===== config.mk =====
export PLATFORM = sky130hd
export DESIGN_NAME = vector_scale
export DESIGN_NICKNAME = d
export VERILOG_FILES = /design/src/rtl/vector_scale_pkg.sv /design/src/rtl/vector_scale_fixed_saturate.sv /design/src/rtl/vector_scale.sv
export SDC_FILE = /design/constraint.sdc
export NUM_CORES = 1
export LEC_CHECK = 0
export CAP_MARGIN = 10
export CORE_UTILIZATION = 30
export DETAILED_ROUTE_END_ITERATION = 7
export GPL_ROUTABILITY_DRIVEN = 0
export SLEW_MARGIN = 20
export SYNTH_ARGS = -nofsm -noshare
export SYNTH_HDL_FRONTEND = slang
export SYNTH_SLANG_ARGS = --single-unit

===== constraint.sdc =====
create_clock -name clk -period 8.3 [get_ports clk]
set_clock_uncertainty 0.15 [all_clocks]
set_input_delay 1.66 -clock clk [delete_from_list [all_inputs] [get_ports clk]]
set_output_delay 1.66 -clock clk [all_outputs]
set_load 0.02 [all_outputs]

===== src/rtl/vector_scale_pkg.sv =====
// Shared definitions for the vector arithmetic stages.
// Provides the state encodings and a ceiling-log2 helper.
package vector_scale_pkg;

  localparam logic [1:0] ST_IDLE_ENC  = 2'd0;
  localparam logic [1:0] ST_RUN_ENC   = 2'd1;
  localparam logic [1:0] ST_DRAIN_ENC = 2'd2;

  typedef enum logic [1:0] {
    S_IDLE  = ST_IDLE_ENC,
    S_RUN   = ST_RUN_ENC,
    S_DRAIN = ST_DRAIN_ENC
  } state_t;

  // Ceiling log2; returns 0 for values of 0 or 1.
  function automatic int log2(input int value);
    for (int r = 0; r < 31; r++) begin
      if ((1 << r) >= value) return r;
    end
    return 31;
  endfunction

endpackage


===== src/rtl/vector_scale_fixed_saturate.sv =====
// Combinational arithmetic right shift followed by signed saturation.
// Reusable by any fixed-point stage that narrows a wide product or sum.
module fixed_saturate #(
  parameter int IN_WIDTH  = 16,
  parameter int OUT_WIDTH = 8,
  parameter int SHIFT     = 4
) (
  input  logic signed [IN_WIDTH-1:0]  i_value,
  output logic signed [OUT_WIDTH-1:0] o_value,
  output logic                        o_overflow
);

  localparam logic signed [IN_WIDTH-1:0] MAX_VAL =
    {{(IN_WIDTH-OUT_WIDTH+1){1'b0}}, {(OUT_WIDTH-1){1'b1}}};
  localparam logic signed [IN_WIDTH-1:0] MIN_VAL =
    {{(IN_WIDTH-OUT_WIDTH+1){1'b1}}, {(OUT_WIDTH-1){1'b0}}};

  logic signed [IN_WIDTH-1:0] w_shifted;

  always_comb begin
    w_shifted  = i_value >>> SHIFT;
    o_value    = w_shifted[OUT_WIDTH-1:0];
    o_overflow = 1'b0;
    if (w_shifted > MAX_VAL) begin
      o_value    = MAX_VAL[OUT_WIDTH-1:0];
      o_overflow = 1'b1;
    end else if (w_shifted < MIN_VAL) begin
      o_value    = MIN_VAL[OUT_WIDTH-1:0];
      o_overflow = 1'b1;
    end
  end

endmodule


===== src/rtl/vector_scale.sv =====
// Serial fixed-point vector-by-scalar multiplier with a two-stage
// multiply/saturate pipeline processing TILING elements per cycle.
module vector_scale
  import vector_scale_pkg::*;
#(
  parameter int VECTOR_LEN        = 5,
  parameter int A_CELL_WIDTH      = 8,
  parameter int SCALAR_WIDTH      = 8,
  parameter int RESULT_CELL_WIDTH = 8,
  parameter int FRACTION          = 4,
  parameter int TILING            = 1
) (
  input  logic                                      clk,
  input  logic                                      rst,
  input  logic                                      start,
  input  logic [VECTOR_LEN*A_CELL_WIDTH-1:0]        a,
  input  logic [SCALAR_WIDTH-1:0]                   scalar,
  output logic [VECTOR_LEN*RESULT_CELL_WIDTH-1:0]   result,
  output logic                                      valid,
  output logic                                      busy,
  output logic                                      error
);

  localparam int PW     = A_CELL_WIDTH + SCALAR_WIDTH;
  localparam int GROUPS = (VECTOR_LEN + TILING - 1) / TILING;
  localparam int CNT_W  = log2(VECTOR_LEN + TILING) + 1;
  localparam logic [CNT_W-1:0] LAST_BASE = CNT_W'((GROUPS - 1) * TILING);

  state_t r_state;
  state_t w_nextState;

  logic [VECTOR_LEN*A_CELL_WIDTH-1:0]      r_a;
  logic signed [SCALAR_WIDTH-1:0]          r_scalar;
  logic [CNT_W-1:0]                        r_counter;
  logic [CNT_W-1:0]                        r_base;
  logic                                    r_pipeValid;
  logic [TILING-1:0]                       r_laneValid;
  logic signed [PW-1:0]                    r_prod [TILING];
  logic [VECTOR_LEN*RESULT_CELL_WIDTH-1:0] r_result;
  logic                                    r_valid;
  logic                                    r_error;

  logic                                    w_lastGroup;
  logic signed [A_CELL_WIDTH-1:0]          w_laneA [TILING];
  logic signed [PW-1:0]                    w_prod [TILING];
  logic signed [RESULT_CELL_WIDTH-1:0]     w_satValue [TILING];
  logic [TILING-1:0]                       w_satFlag;

  assign w_lastGroup = (r_counter == LAST_BASE);

  always_ff @(posedge clk or negedge rst) begin
    if (!rst) r_state <= S_IDLE;
    else      r_state <= w_nextState;
  end

  always_comb begin
    w_nextState = r_state;
    case (r_state)
      S_IDLE:  if (start) w_nextState = S_RUN;
      S_RUN:   if (w_lastGroup) w_nextState = S_DRAIN;
      S_DRAIN: w_nextState = S_IDLE;
      default: w_nextState = S_IDLE;
    endcase
  end

  // Lane selection compares against every element so no index leaves range.
  always_comb begin
    for (int k = 0; k < TILING; k++) begin
      w_laneA[k] = '0;
      for (int i = 0; i < VECTOR_LEN; i++) begin
        if (int'(r_counter) + k == i) w_laneA[k] = r_a[i*A_CELL_WIDTH +: A_CELL_WIDTH];
      end
      w_prod[k] = PW'(w_laneA[k]) * PW'(r_scalar);
    end
  end

  for (genvar k = 0; k < TILING; k++) begin : g_lane
    fixed_saturate #(
      .IN_WIDTH (PW),
      .OUT_WIDTH(RESULT_CELL_WIDTH),
      .SHIFT    (FRACTION)
    ) u_sat (
      .i_value   (r_prod[k]),
      .o_value   (w_satValue[k]),
      .o_overflow(w_satFlag[k])
    );
  end

  always_ff @(posedge clk or negedge rst) begin
    if (!rst) begin
      r_a         <= '0;
      r_scalar    <= '0;
      r_counter   <= '0;
      r_base      <= '0;
      r_pipeValid <= 1'b0;
      r_laneValid <= '0;
      r_result    <= '0;
      r_valid     <= 1'b0;
      r_error     <= 1'b0;
      for (int k = 0; k < TILING; k++) r_prod[k] <= '0;
    end else begin
      r_pipeValid <= (r_state == S_RUN);

      if (r_state == S_IDLE && start) begin
        r_a       <= a;
        r_scalar  <= scalar;
        r_valid   <= 1'b0;
        r_error   <= 1'b0;
        r_counter <= '0;
      end

      if (r_state == S_RUN) begin
        for (int k = 0; k < TILING; k++) begin
          r_prod[k]      <= w_prod[k];
          r_laneValid[k] <= (int'(r_counter) + k < VECTOR_LEN);
        end
        r_base <= r_counter;
        if (!w_lastGroup) r_counter <= r_counter + CNT_W'(TILING);
      end

      if (r_pipeValid) begin
        for (int i = 0; i < VECTOR_LEN; i++) begin
          for (int k = 0; k < TILING; k++) begin
            if (r_laneValid[k] && (int'(r_base) + k == i))
              r_result[i*RESULT_CELL_WIDTH +: RESULT_CELL_WIDTH] <= w_satValue[k];
          end
        end
        if (|(w_satFlag & r_laneValid)) r_error <= 1'b1;
      end

      if (r_state == S_DRAIN) r_valid <= 1'b1;
    end
  end

  assign result = r_result;
  assign valid  = r_valid;
  assign error  = r_error;
  assign busy   = (r_state != S_IDLE);

endmodule

==> out/metrics.cfg <==
[status]
status=complete, no violations

[final_layout]
syn_to_final_growth_pct=24.8
drive_gt1_share_pct=8.16
antenna_cells=0
nets=1007
fin_area_um2=9230

[timing]
fin_tns_setup_ns=0
worstMarginPinSlew_ns=0.977
final-hold-violation-count=0
setup_slack_ns=2.18
drv_slew=0
finalSetupViolations=0
period_needed_ns=6.12
fin_crit_sh_pct=73.7
rsz0062_at_grt=no
slew_headroom_pct=34.9
holdWs_ns=0.326
max_freq_ghz=0.163

[yosys]
syn_nets=926
ys_seq_elements=114
yosysWarningCount=0
netlist_area_um2=7400
synth_edf_count=0
synth.distinct_cells=47
yosysSeqAreaShare_pct=38.6
postSynth.asyncResetShare_pct=100
ys.flop_type=dfrtp_1
syn_avg_cell_area_um2=9.39
syn_inst=788

[placed_design]
dp_hpwl_um=12400
post-place-ws_ns=2.19
place_area_um2=8610
port_buffers=93

[detailed_routing]
wl_um=16200
drtIter0Drc=248
vias_per_cell=4.49
wire_per_inst_um=13.4
vias=5415
drc_errors=0
drtAntennaViolNets=0
first_pass_iters=4

[global_route]
grt_max_degree=79
grt.total_usage_pct=13.8
grt_pass1_vias=5674
grt_pass1_wl_um=28200
grt_antenna_before_repair=0
overflow=0

[critical_path]
crit_fanout=19
critical_path.startpoint=r_counter[0]
cp.required_ns=8.45
critPathKind=reg2reg
crit_path_end_kind=flop
timing.rr.start=r_counter[0]
crit_path_start_kind=flop
worstPathArrival_ns=6.27

[cts]
cts_buffers=17
cts_max_level=4
cts_resized=0
cts_tree=done
post_cts_buffers=0
cts_hold_buf=0
worst_skew_pair.late_latency_ns=0.42
clock-sinks=114
clock_path_buffers=2
clk_pin_slew_ns=0.06
root_buffer=clkbuf_16

[min_path]
hold_class=reg2reg
hold_start=result[14]

[floorplan]
core.rowCount=57
dieHeight_um=159
io_pins=94
dieArea_um2=25300
core-area_um2=24200
die_w_um=159
start_util_pct=30.5

[flow_run]
cap_violations=0

## placed cells by master (no fill, tap or decap), types with 16 or more instances in the layout
| master | n |
|---|---|
| nor2b_1 | 36 |
| nand2b_1 | 18 |
| ha_1 | 33 |
| clkdlybuf4s50_1 | 92 |
| inv_1 | 80 |
| a21oi_1 | 21 |
| o21ai_0 | 38 |
| nand2_1 | 206 |
| clkbuf_16 | 17 |
| mux2_2 | 26 |
| fa_1 | 54 |
| dfrtp_1 | 114 |
| nor2_1 | 16 |
## flip-flops by register name, indices dropped and copies added, names as in the netlist
signal / flops
r_base: 4
r_counter: 4
r_laneValid: 1
r_pipeValid: 1
r_a: 40
result: 40
valid: 1
error: 1
r_scalar: 8
r_state: 2
r_prod: 12
## kinds of logic after synthesis
kind of cell / Yosys count / share of synthesized area, %
AOI/OAI and AO/OA: 110 / 9.44
muxes: 27 / 4.16
buffers and inverters: 114 / 6.06
xor gates and xnor gates: 14 / 1.66
and+or+nand+nor: 322 / 19.9
DFF: 114 / 38.6
adders and majority gates: 87 / 20.2
## synth_stat cells, types with 3 or more instances
cell	instances	area, um^2
a211oi_1	3	22.5
a21o_1	6	45.0
a21oi_1	21	105
a21oi_2	3	26.3
a31oi_1	7	43.8
and2_1	10	62.6
and3_1	3	18.8
buf_1	4	15.0
buf_2	4	20.0
clkbuf_1	24	90.1
dfrtp_1	114	2850
fa_1	54	1080
ha_1	33	413
inv_1	80	300
mux2_2	26	293
nand2_1	206	773
nand2b_1	19	119
nand3_1	5	25.0
nand3b_1	9	67.6
nor2_1	17	63.8
nor2b_1	36	225
nor3b_1	3	22.5
o211ai_1	3	22.5
o21a_1	11	82.6
o21ai_0	38	190
o22a_1	7	61.3
o31ai_1	3	22.5
or3_1	3	18.8
xnor2_1	9	78.8
xor2_1	5	43.8
## routing by layer
| layer | GRT usage (%) | vias to the layer above | part of all wire (%) |
|---|---|---|---|
| met5 | 0 | - | 0 |
| met4 | 3.98 | 0 | 1.2 |
| li1 | - | 2696 | - |
| met1 | 19.5 | 2614 | 51 |
| met2 | 21.6 | 90 | 45 |
| met3 | 2.53 | 15 | 2.8 |
## worst max-delay path, cell delays in order, from the launching register on
cell       delay, ns
dfrtp_1         0.43
inv_1           0.15
ha_1            0.60
nand3b_1        0.18
a21oi_2         0.18
a21oi_1         0.05
o22a_1          0.33
nor2b_1         0.29
fa_1            0.48
inv_1           0.08
fa_1            0.43
fa_1            0.52
fa_1            0.54
inv_1           0.04
ha_1            0.33
or3_1           0.34
and3_1          0.21
a2111oi_2       0.41
or4_1           0.17
nand3_1         0.07
## stage by stage
| step | util, % | cells |
|---|---|---|
| after global routing | 38.1 | 1206 |
| after detailed placement | 35.5 | 1173 |
| after CTS | 37.9 | 1205 |
| after global placement | 35.5 | 1173 |
| final | 38.1 | 1206 |
| after floorplan | - | 788 |
## area by class of cell
type	count	area [um^2]
fillers	2476	15000
multi-input cells	560	4110
flip-flops and latches	114	2850
repair buffers	96	971
clock buffers	18	439
well taps	324	405
inverters	80	300
clock inverters	14	154
## worst paths after layout
check | end | slack [ns] | cells after the start
max | r_prod[15] | 2.18 | 19
min | result[14] | 0.33 | 2
max reg2reg | r_prod[15] | 2.18 | 19
min reg2reg | result[14] | 0.33 | 2
max in group asynchronous | result[25] | 5.63 | 2
min in group asynchronous | r_a[5] | 1.03 | 1
Power is left out: the tool's default activity adds up to more than one toggle a clock period on the data nets, which glitch-free logic cannot reach.
